## src/rtl/downstream_vc_tracker_pkg.sv

```systemverilog
// Shared NoC sizing and the per-VC ownership states used by the downstream VC tracker.
package noc_params;

   localparam int VC_NUM      = 2;
   localparam int PORT_NUM    = 5;
   localparam int VC_TOTAL    = PORT_NUM * VC_NUM;
   localparam int BUFFER_SIZE = 8;
   localparam int CNT_W       = $clog2(BUFFER_SIZE + 1);

   typedef logic [CNT_W-1:0]    count_t;
   typedef logic [VC_TOTAL-1:0] vc_vec_t;

   localparam count_t COUNT_MAX = count_t'(BUFFER_SIZE);

   typedef enum logic [1:0] {
      IDLE     = 2'd0,
      ACTIVE   = 2'd1,
      DRAINING = 2'd2
   } vc_state_t;

endpackage

```

## src/rtl/downstream_vc_tracker_if.sv

```systemverilog
// Bundle of per-VC event pulses into the tracker and its status vectors back out.
interface downstream_vc_tracker_if;
   import noc_params::*;

   vc_vec_t vc_allocated_i;
   vc_vec_t flit_sent_i;
   vc_vec_t tail_sent_i;
   vc_vec_t credit_i;
   vc_vec_t idle_downstream_vc_o;
   vc_vec_t credit_available_o;
   logic    error_o;

   modport master (
      output vc_allocated_i,
      output flit_sent_i,
      output tail_sent_i,
      output credit_i,
      input  idle_downstream_vc_o,
      input  credit_available_o,
      input  error_o
   );

   modport slave (
      input  vc_allocated_i,
      input  flit_sent_i,
      input  tail_sent_i,
      input  credit_i,
      output idle_downstream_vc_o,
      output credit_available_o,
      output error_o
   );

endinterface

```

## src/rtl/downstream_vc_tracker_credit_counter.sv

```systemverilog
// Single downstream VC: credit counter, IDLE/ACTIVE/DRAINING ownership FSM and a
// combinational protocol-violation pulse for the current cycle.
module downstream_vc_credit_counter
   import noc_params::*;
(
   input  logic clk,
   input  logic rst,
   input  logic i_alloc,
   input  logic i_flit,
   input  logic i_tail,
   input  logic i_credit,
   output logic o_idle,
   output logic o_creditAvailable,
   output logic o_error
);

   count_t    r_count;
   vc_state_t r_state;

   count_t    w_nextCount;
   vc_state_t w_nextState;
   logic      w_sendLegal;
   logic      w_protoError;
   logic      w_underflow;
   logic      w_overflow;

   always_ff @(posedge clk or negedge rst) begin
      if (!rst) begin
         r_count <= COUNT_MAX;
         r_state <= IDLE;
      end else begin
         r_count <= w_nextCount;
         r_state <= w_nextState;
      end
   end

   // Flits are only honoured while ACTIVE; an illegal send flags an error and does not consume a credit.
   always_comb begin
      w_sendLegal  = i_flit && (r_state == ACTIVE);
      w_protoError = (i_alloc && (r_state != IDLE))
                   || (i_flit && (r_state != ACTIVE))
                   || (i_tail && !i_flit);
      w_underflow  = w_sendLegal && !i_credit && (r_count == '0);
      w_overflow   = i_credit && !w_sendLegal && (r_count == COUNT_MAX);

      w_nextCount = r_count;
      if (w_sendLegal && !i_credit && !w_underflow) begin
         w_nextCount = r_count - count_t'(1);
      end else if (i_credit && !w_sendLegal && !w_overflow) begin
         w_nextCount = r_count + count_t'(1);
      end

      w_nextState = r_state;
      case (r_state)
         IDLE: begin
            if (i_alloc) begin
               w_nextState = ACTIVE;
            end
         end
         ACTIVE: begin
            if (w_sendLegal && i_tail) begin
               w_nextState = (w_nextCount == COUNT_MAX) ? IDLE : DRAINING;
            end
         end
         DRAINING: begin
            if (w_nextCount == COUNT_MAX) begin
               w_nextState = IDLE;
            end
         end
         default: w_nextState = IDLE;
      endcase
   end

   assign o_idle            = (r_state == IDLE);
   assign o_creditAvailable = (r_count != '0);
   assign o_error           = w_protoError | w_underflow | w_overflow;

endmodule

```

## src/rtl/downstream_vc_tracker.sv

```systemverilog
// Router output-side bookkeeping: one credit/ownership tracker per downstream VC plus
// a sticky error flag collecting every per-VC protocol violation.
module downstream_vc_tracker
   import noc_params::*;
(
   input  logic                   clk,
   input  logic                   rst,
   downstream_vc_tracker_if.slave bus
);

   vc_vec_t w_idle;
   vc_vec_t w_creditAvailable;
   vc_vec_t w_vcError;
   logic    r_error;

   for (genvar v = 0; v < VC_TOTAL; v++) begin : g_vc
      downstream_vc_credit_counter u_counter (
         .clk               (clk),
         .rst               (rst),
         .i_alloc           (bus.vc_allocated_i[v]),
         .i_flit            (bus.flit_sent_i[v]),
         .i_tail            (bus.tail_sent_i[v]),
         .i_credit          (bus.credit_i[v]),
         .o_idle            (w_idle[v]),
         .o_creditAvailable (w_creditAvailable[v]),
         .o_error           (w_vcError[v])
      );
   end

   // Once any VC misbehaves the flag stays up until the next reset.
   always_ff @(posedge clk or negedge rst) begin
      if (!rst) begin
         r_error <= 1'b0;
      end else begin
         r_error <= r_error | (|w_vcError);
      end
   end

   assign bus.idle_downstream_vc_o = w_idle;
   assign bus.credit_available_o   = w_creditAvailable;
   assign bus.error_o              = r_error;

endmodule

```

## src/flat_wrapper.sv

```systemverilog
// flat-port wrapper written by rule: the top's interface ports become plain ports
module downstream_vc_tracker_flat import noc_params::*;
  (clk, rst, bus_vc_allocated_i, bus_flit_sent_i, bus_tail_sent_i, bus_credit_i, bus_idle_downstream_vc_o, bus_credit_available_o, bus_error_o);
  downstream_vc_tracker_if bus_i ();
  input  logic clk;
  input  logic rst;
  input wire logic [$bits(bus_i.vc_allocated_i)-1:0] bus_vc_allocated_i;
  input wire logic [$bits(bus_i.flit_sent_i)-1:0] bus_flit_sent_i;
  input wire logic [$bits(bus_i.tail_sent_i)-1:0] bus_tail_sent_i;
  input wire logic [$bits(bus_i.credit_i)-1:0] bus_credit_i;
  output wire logic [$bits(bus_i.idle_downstream_vc_o)-1:0] bus_idle_downstream_vc_o;
  output wire logic [$bits(bus_i.credit_available_o)-1:0] bus_credit_available_o;
  output wire logic [$bits(bus_i.error_o)-1:0] bus_error_o;
  assign bus_i.vc_allocated_i = bus_vc_allocated_i;
  assign bus_i.flit_sent_i = bus_flit_sent_i;
  assign bus_i.tail_sent_i = bus_tail_sent_i;
  assign bus_i.credit_i = bus_credit_i;
  assign bus_idle_downstream_vc_o = bus_i.idle_downstream_vc_o;
  assign bus_credit_available_o = bus_i.credit_available_o;
  assign bus_error_o = bus_i.error_o;
  downstream_vc_tracker u_core (.clk(clk), .rst(rst), .bus(bus_i));
endmodule
```

## config.mk

```make
export PLATFORM = sky130hd
export DESIGN_NAME = downstream_vc_tracker_flat
export DESIGN_NICKNAME = d
export VERILOG_FILES = /design/src/rtl/downstream_vc_tracker_pkg.sv /design/src/rtl/downstream_vc_tracker_if.sv /design/src/rtl/downstream_vc_tracker_credit_counter.sv /design/src/rtl/downstream_vc_tracker.sv /design/src/flat_wrapper.sv
export SDC_FILE = /design/constraint.sdc
export NUM_CORES = 1
export LEC_CHECK = 0
export ABC_AREA = 1
export BUFFER_PORTS_ARGS = -buffer_cell sky130_fd_sc_hd__buf_2
export CORE_ASPECT_RATIO = 1.2
export CORE_UTILIZATION = 52
export DETAILED_ROUTE_END_ITERATION = 12
export PLACE_DENSITY = 0.82
export SYNTH_ARGS = -nofsm -noshare
export SYNTH_HDL_FRONTEND = slang
export SYNTH_SLANG_ARGS = --single-unit
```

## constraint.sdc

```tcl
create_clock -name clk -period 2.2 [get_ports clk]
set_input_delay 0.33 -clock clk [delete_from_list [all_inputs] [get_ports clk]]
set_output_delay 0.33 -clock clk [all_outputs]
set_load 0.05 [all_outputs]
```

# Word-level counts from Yosys, hierarchy flattened
# Cells that the tools add are included.
# word_totals
regBits	61
input_bits	42
elab_cells	443
# op_classes
n_addsub	20
n_eq_ne	80
n_mux	70
bitwise_logic	21
n_reduce_logical	231
# op_table
cell	n
1-bit logical AND	110
4-bit equality test, second input constant	20
2-bit 2-to-1 mux	40
4-bit 2-to-1 mux	20
2-bit one-hot mux with 3 select lines	10
1-bit zero test	50
4-bit by 1-bit adder with 4-bit output, second input constant	10
4-bit zero test	10
2-bit by 1-bit inequality test with 1-bit output, second input constant	20
2-bit inequality test, second input constant	20
4-bit nonzero test	10
4-bit by 1-bit subtractor with 4-bit output, second input constant	10
3-bit AND reduction	10
1-bit bitwise OR	21
2-bit by 1-bit equality test with 1-bit output, second input constant	10
2-bit equality test, second input constant	10
2-bit zero test	10
1-bit logical OR	20
2-bit nonzero test	10
10-bit OR reduction	1

# Depth between registers and ports, before layout
# Gate-level depths: netlist of run 1.
# depth
ltp_word	13
mapped_depth	14
depth_no_buf	14

# Cells and area by module
# Synthesis of run 1 repeated with hierarchy kept, for this count alone.
# hier_totals
cells_unflattened	751
area_unflattened_um2	5496.5
# modules_own_cells
mod	n_inst	cells_per_inst	area_each_um2	seq_area_each_um2
downstream_vc_credit_counter at u_core.g_vc[1].u_counter ...	9	74	541.8	151.4
downstream_vc_credit_counter at u_core.g_vc[0].u_counter	1	73	551.8	151.4
downstream_vc_tracker	1	12	68.8	25.0

# Worst setup path after synthesis of run 1
# OpenSTA, ideal clock, no wires.
# synth_timing
kind	register to register
from	register u_core.g_vc[2].u_counter.r_count[0]
to	register u_core.g_vc[2].u_counter.r_state[1]
t_arrival_ps	1372
t_required_ps	2087
path_slack_ps	715
path_stages_with_launch	14
n_path_buf	0
synth_period_minus_slack_ps	1485
path_cell_list	dfrtp_1 > inv_1 > ha_1 > nand2_1 > nor2_1 > inv_2 > nand2_4 > nand2_1 > nand2_1 > nand3_1 > nor2_1 > nand3_1 > nand2_1 > inv_1
# synth_between
elab_chain_len	10
word_cells_on_any_way	18
cone_classes	2 x add/sub; 3 x eq/ne; 5 x mux; 8 x reduce/logical
# synth_rtl
element	line	rtl
start, declared	downstream_vc_tracker_credit_counter.sv:17	count_t r_count;
start signal, assigned	downstream_vc_tracker_credit_counter.sv:32	r_count <= w_nextCount;
branches (longest 5 deep; another with 4-bit by 1-bit adder with 4-bit output)	n/a	
4-bit 2-to-1 mux *	downstream_vc_tracker_credit_counter.sv:47	if (w_sendLegal && !i_credit && !w_underflow) begin
4-bit equality test *	downstream_vc_tracker_credit_counter.sv:62, downstream_vc_tracker_credit_counter.sv:66	
2-bit 2-to-1 mux	downstream_vc_tracker_credit_counter.sv:62	w_nextState = (w_nextCount == COUNT_MAX) ? IDLE : DRAINING;
2-bit 2-to-1 mux	downstream_vc_tracker_credit_counter.sv:61	if (w_sendLegal && i_tail) begin
2-bit one-hot mux with 3 select lines	downstream_vc_tracker_credit_counter.sv:54	case (r_state)
end signal, assigned	downstream_vc_tracker_credit_counter.sv:33	r_state <= w_nextState;
end, declared	downstream_vc_tracker_credit_counter.sv:18	vc_state_t r_state;
# Every way passes the cells marked *. The select of a mux whose other input is x is not followed.
# A chain may end at the register's enable or synchronous reset.

# Worst setup path in the final report of run 1
# layout_timing
from	register u_core.g_vc[6].u_counter.r_count[0]
to	output bus_credit_available_o[6]
# layout_between
elab_chain_len	1
# layout_rtl
element	line	rtl
start, declared	downstream_vc_tracker_credit_counter.sv:17	
start signal, assigned	downstream_vc_tracker_credit_counter.sv:32	
4-bit nonzero test	downstream_vc_tracker_credit_counter.sv:75	assign o_creditAvailable = (r_count != '0);
end, declared	flat_wrapper.sv:12	output wire logic [$bits(bus_i.credit_available_o)-1:0] bus_credit_available_o;
# No other way between the ends.

==> results of run 1 <==
-- cell usage after synthesis (7+ instances only) --
master,n
nand3_2,14
nand3_1,84
o21ai_1,9
inv_2,25
o21ai_0,32
nand4_1,25
o22ai_1,8
dfstp_2,10
nand2_1,177
nor2_1,52
inv_1,96
nor3_1,7
xor2_1,18
buf_4,20
nand2_2,13
ha_1,30
nor2_4,10
dfrtp_1,51
-- state kept, by name (all words and copies together) (netlist names) --
signal                         cells
u_core.bus.error_o                 1
u_core.g_vc.u_counter.r_count     40
u_core.g_vc.u_counter.r_state     20
-- per-layer routing --
layer,vias to the layer above,GRT usage
li1,2394,-
met1,2065,0.2671
met2,102,0.3843
met3,26,0.04458
met4,0,0.1049
met5,-,0
-- power groups by stage --
stage / sequential [mW] / clock [mW] / combinational [mW]
after floorplan: 2.19 / 0 / 4.12
after global placement: 2.30 / 0 / 4.70
after detailed placement: 2.31 / 0 / 4.77
after CTS: 2.29 / 1.60 / 4.80
after global routing: 2.39 / 1.65 / 5.46
final: 2.30 / 1.56 / 4.80
-- cells by family (layout without fill, tap and decap cells) --
family | Yosys count | in the layout | share of synthesized area
AND/OR/NAND/NOR | 402 | 402 | 0.3958
buffers and inverters | 147 | 205 | 0.1256
AO/OA/AOI/OAI | 62 | 62 | 0.06896
flip-flops | 61 | 61 | 0.3030
adder cells (fa/ha/maj) | 30 | 30 | 0.07389
XOR/XNOR | 19 | 19 | 0.03276
-- placed cells by master (no fill, tap or decap), types with 3 or more instances in the layout --
cell type  count
a21boi_1       3
nor3_1         7
nand3_1       84
o21ai_2        3
ha_1          30
nand4_1       25
nand3b_1       4
clkbuf_8       3
xor2_1        18
o21ai_1        9
a21oi_1        3
nor2_1        52
inv_2         25
inv_1         96
clkbuf_16      9
nand2_4        6
nor2_2         6
dfstp_2       10
buf_2         62
o21ai_0       32
nor2_4        10
nand3_2       14
nand2_2       13
nand2_1      177
nand3_4        4
dfrtp_1       51
o22ai_1        8
-- how the worst max path moves through the flow --
stage,from,endpoint,slack (ns),depth (start not counted)
finish,u_core.g_vc[6].u_counter.r_count[0],bus_credit_available_o[6],0.34,4
global route,u_core.g_vc[2].u_counter.r_count[1],bus_credit_available_o[2],0.22,6
CTS,u_core.g_vc[6].u_counter.r_count[0],bus_credit_available_o[6],0.32,4
detailed placement,u_core.g_vc[0].u_counter.r_count[0],u_core.bus.error_o,0.56,10
global placement,u_core.g_vc[0].u_counter.r_count[0],u_core.bus.error_o,0.51,10
floorplan,u_core.g_vc[2].u_counter.r_count[0],u_core.g_vc[2].u_counter.r_state[1],0.71,13
-- worst register-to-register path: cells and delay by family (launching register included) --
kind                       cells  cell delay, ns
adders and majority gates      1            0.24
buffers and inverters          2            0.19
DFF                            1            0.39
and+or+nand+nor                8            0.78
-- cell type report --
type	count	area, um^2
Tap cell	123	153.9
Timing Repair Buffer	65	335.3
Multi-Input combinational cell	513	2903
Sequential cell	61	1539
Inverter	124	466.7
Fill cell	892	3780
Clock inverter	3	67.56
Clock buffer	13	270.3
-- through the flow --
step	hold slack, ns	std cells	setup WS (ns)	util	cell area (um^2)
floorplan	0.03441	721	0.7148	-	5080
global placement	0.3358	885	0.5124	0.5662	5388
detailed placement	0.3382	885	0.5598	0.5662	5388
CTS	0.2103	902	0.3157	0.6028	5736
global route	0.2290	902	0.2153	0.6028	5736
finish	0.2221	902	0.3351	0.6028	5736
==> impl_results.md, run 1 <==
* Pin count of the biggest net entering global routing at 23
* Hold Fails Final Rpt at 0
* Drt pass-1 iters at 6
* Routed vias/inst at 5.085
* Post-cts resize count at 0
* Routed Antenna Nets at 0
* Sw Ratio at 0.4943
* CP top delay family: buffers and inverters
* Syn-to-layout area delta at 12.91%
* Cell count of the worst hold path at 3
* Die X at 92.23 um
* Ys Warns at 0
* Mapped Avg Cell Area at 7.046 um^2
* Synth unique cells at 33
* DRC at 0
* Leak at 3.129 nW
* Hold Buf Count CTS at 1
* Gr usage total at 0.2224
* Diode count at 0
* Total Power at 8.659 mW
* Final net count at 846
* Post-Route WL at 10520 um
* R2R Setup Slk at 0.50 ns
* Min Tclk post-route at 1.865 ns
* Crit. End Element: output pin
* Overflow after GRT at 0
* Top_reg_cell synth: dfrtp_1
* Fmax at 536.2 MHz
* Int Pwr at 4.379 mW
* H-tree levels at 3
* Clk pwr share at 0.181
* Share of layout cells above drive strength 1 at 0.2195
* Placed wire-length estimate at 8497 um
* Met1 WL at 4782 um
* Hold EP: u_core.g_vc[0].u_counter.r_state[0]
* Slew margin rel. at 0.6527
* Hold Startpoint: bus_vc_allocated_i[0]
* Share of power burned in registers at 0.265
* Clock sinks at 61
* Worst-Skew Late Latency at 0.33 ns
* Max-Cap Viols at 0
* Post-Syn Area at 5080 um^2
* Io pins at 63
* Comb power frac at 0.554
* Initial DRC count at 220
* Syn Nets at 793
* Switching power at 4.280 mW
* Met2 WL at 5009 um
* Starting Density at 0.5339
* PortBufs at 62
* Final Max Tran Viols at 0
* Worst-path clk slew at 0.05 ns
* Routed wl met3 at 427 um
* Seq cells post-synth at 61
* Root Driver: clkbuf_16
* Core footprint at 9515 um^2
* Worst Path Class, Setup: flip-flop to output pin
* Clock buffer depth at 2
* Cells after Synth at 721
* CP cell instances: inv_1 -> ha_1 -> nand3_1 -> buf_2
* Worst Hold Class: input port to flip-flop
* Worst R2R End: u_core.g_vc[4].u_counter.r_state[1]
* Synth async-reset ratio at 1.000
* Endpoints failing setup at 0
* GP Congestion at 0.8746
* Num rows at 39
* Max FO, Critical Path at 4
* Maximum VDD drop at 835.3 uV
* Post-synth EDFFs at 0
* Vias in the first global route at 4207
* CTS buffer count at 9
* Top Layer Used: met4
* Die area at 10170 um^2
* CP max stage delay at 0.38 ns
* Crit path buffers/inverters at 2
* Area leader, netlist: dfrtp_1
* Drt wl/cell at 11.67 um
* Die Ht at 110.3 um
* Setup TNS Final at 0 ns
* Worst Skew at 0.004157 ns
* CTS tree: done
* Via count at 4587
* Area contributors post-synth: dfrtp_1, nand2_1, nand3_1
* Worst endpoint required time at 1.87 ns
* Post-CTS setup buffers at 0
* Worst r2r path cells at 11
* Post-route clock period utilization at 0.8477
* Status: complete, no violations
* RR Startpoint: u_core.g_vc[4].u_counter.r_count[0]
* PwrDens at 1510 nW/um^2
* Initial antenna violation count at 0
* Global-route wire length before repair at 17890 um
* Unrepaired setup endpoints after global routing: no
* CP max-delay cell: dfrtp_1
* Setup crit start kind: flip-flop
* Area share of the largest cell type after synthesis at 0.2512
* Worst path arrival time at 1.53 ns
* Slew at the pin closest to its max-slew limit at 0.5209 ns
* Register area share after synthesis at 0.3030
Note: power is estimated with default switching activity, not from simulation.
==> run 2, diff against run 1 <==
Clock period 2.2 ns to 1.8 ns, I/O delays scaled along.
==> run 2 against run 1 <==
Critical path depth stayed put. Routed wire length up 4.9%. Non-clock buffer count rose by 2. Critical endpoint is now bus_credit_available_o[4]. Highest routed layer unchanged.
==> impl_results.md, run 2 (same netlist as run 1, synthesis figures left out) <==
* Die Ht at 110.3 um (unchanged)
* Dpl cells at 884 (-0.11%)
* H-tree levels at 3 (unchanged)
* PwrDens at 1815 nW/um^2 (+20%)
* Starting Density at 0.5339 (unchanged)
* CTS tree: done
* Drt pass-1 iters at 7 (+1)
* Global-route wire length before repair at 18440 um (+3.0%)
* Fmax at 574.1 MHz
* Max FFs per register at 40 (unchanged)
* Worst-path clk slew at 0.05 ns (about the same)
* Diode count at 0 (unchanged)
* Final net count at 848 (+0.24%)
* Gr usage total at 0.2290 (+0.006676)
* Worst-Skew Late Latency at 0.33 ns (about the same)
* Maximum VDD drop at 1001 uV (+20%)
* Initial antenna violation count at 0 (unchanged)
* Clock sinks at 61 (unchanged)
* Slew margin rel. at 0.7415 (+0.08872)
* Clock buffer depth at 2 (unchanged)
* Syn-to-layout area delta at 13.50%
* Final Max Tran Viols at 0 (unchanged)
* Core footprint at 9515 um^2 (unchanged)
* Post-Route WL at 11040 um (+4.9%)
* Io pins at 63 (unchanged)
* Endpoints failing setup at 0 (unchanged)
* Vias in the first global route at 4301 (+2.2%)
* Routed vias/inst at 5.152 (+1.3%)
* Max FO, Critical Path at 5 (+1)
* Setup WS post-layout at 0.05821 ns (-0.2769 ns)
* GP Congestion at 0.9419 (+7.7%)
* Worst Skew at 0.006722 ns (+0.002566 ns)
* PortBufs at 62 (unchanged)
* Min Tclk post-route at 1.742 ns
* Leak at 3.121 nW (-0.25%)
* Num rows at 39 (unchanged)
* Worst Path Class, Setup: flip-flop to output pin
* Setup TNS Final at 0 ns (unchanged)
* Pin count of the biggest net entering global routing at 62 (+170%)
* Share of layout cells above drive strength 1 at 0.2407 (+0.02120)
* Top reg by flops: u_core.g_vc.u_counter.r_count
* Die X at 92.23 um (unchanged)
* Root Driver: clkbuf_16
* Unrepaired setup endpoints after global routing: yes
* R2R Setup Slk at 0.15 ns (-0.35 ns)
* Most frequent cells in the layout: nand2_1, inv_1, nand3_1
* Setup crit start kind: flip-flop
* Post-route clock period utilization at 0.9677
* Non-Filler Instances at 904 (+0.22%)
* Routed Antenna Nets at 0 (unchanged)
* Placed wire-length estimate at 8594 um (+1.1%)
* DRC at 0 (unchanged)
* Via count at 4657 (+1.5%)
* Hold Fails Final Rpt at 0 (unchanged)
* Slew at the pin closest to its max-slew limit at 0.3837 ns (-0.1371 ns)
* Worst Hold Class: input port to flip-flop
* Worst endpoint required time at 1.53 ns (-0.34 ns)
* Die area at 10170 um^2 (unchanged)
* Crit. End Element: output pin
* Max-Cap Viols at 0 (unchanged)
* Worst path arrival time at 1.47 ns (-0.06 ns)
* DP Worst Slack at 0.1438 ns (-0.4161 ns)
* Initial DRC count at 213 (-3.2%)
* CTS buffer count at 9 (unchanged)
* Layout filler cell count at 884 (-0.90%)
* Most common cell after layout, fill and taps aside: nand2_1
* Overflow after GRT at 0 (unchanged)
* Status: complete, no violations
* Drt wl/cell at 12.21 um (+4.7%)
run 2: timing repair:
item                                   4_1_cts  5_1_grt
setup buffers                                0        3
hold buffers                                 1        0
gates resized for setup                      4       22
setup endpoints to repair                    3       10
pin swaps                                    0        1
endpoints found under the hold margin       51        0
run 2: cell type report:
cell class | instances | area (um^2) | area share
Clock buffer | 14 | 254.0 | 0.04405
Timing Repair Buffer | 67 | 379.1 | 0.06576
Sequential cell | 61 | 1539 | 0.2669
Clock inverter | 2 | 10.01 | 0.001736
Multi-Input combinational cell | 513 | 2963 | 0.5139
Tap cell | 123 | 153.9 | 0.02669
Inverter | 124 | 466.7 | 0.08095
run 2: power breakdown:
| part | switching (mW) | internal, mW | total, mW |
|---|---|---|---|
| logic | 4.08 | 2.00 | 6.08 |
| clock network | 0.576 | 0.964 | 1.54 |
| registers | 0.705 | 2.14 | 2.84 |
run 2: through the flow:
| stage | power [mW] | instance area (um^2) | utilization | hold slack (ns) |
|---|---|---|---|---|
| 2_1_floorplan | 7.714 | 5080 | - | -0.02559 |
| 3_3_place_gp | 8.567 | 5393 | 0.5667 | 0.3025 |
| 3_5_place_dp | 8.697 | 5393 | 0.5667 | 0.3057 |
| 4_1_cts | 10.31 | 5679 | 0.5968 | 0.1562 |
| 5_1_grt | 11.43 | 5766 | 0.6059 | 0.1751 |
| 6_report | 10.46 | 5766 | 0.6059 | 0.1587 |
run 2: layer usage:
layer	vias to the layer above	wire (um)	global-route usage
met4	0	289	0.08817
met1	2109	4844	0.2732
li1	2412	-	-
met2	111	5480	0.4179
met3	25	427	0.03292
met5	-	0	0
run 2: path summary, 6_finish.rpt:
kind	endpoint	from	cells past startpoint
worst max-delay path	bus_credit_available_o[4]	u_core.g_vc[4].u_counter.r_count[0]	4
worst min-delay path	u_core.g_vc[6].u_counter.r_state[0]	bus_vc_allocated_i[6]	3
worst max register to register	u_core.g_vc[4].u_counter.r_state[1]	u_core.g_vc[4].u_counter.r_count[0]	11
worst min register to register	u_core.g_vc[0].u_counter.r_state[0]	u_core.g_vc[0].u_counter.r_state[0]	3
max in group asynchronous	u_core.g_vc[3].u_counter.r_count[3]	rst	3
min in group asynchronous	u_core.g_vc[8].u_counter.r_count[2]	rst	3
run 2: critical path, stage by stage, from the launching register on:
cell and delay [ns]:
dfrtp_1 0.39, inv_1 0.14, ha_1 0.24, nand3_2 0.13, buf_2 0.24
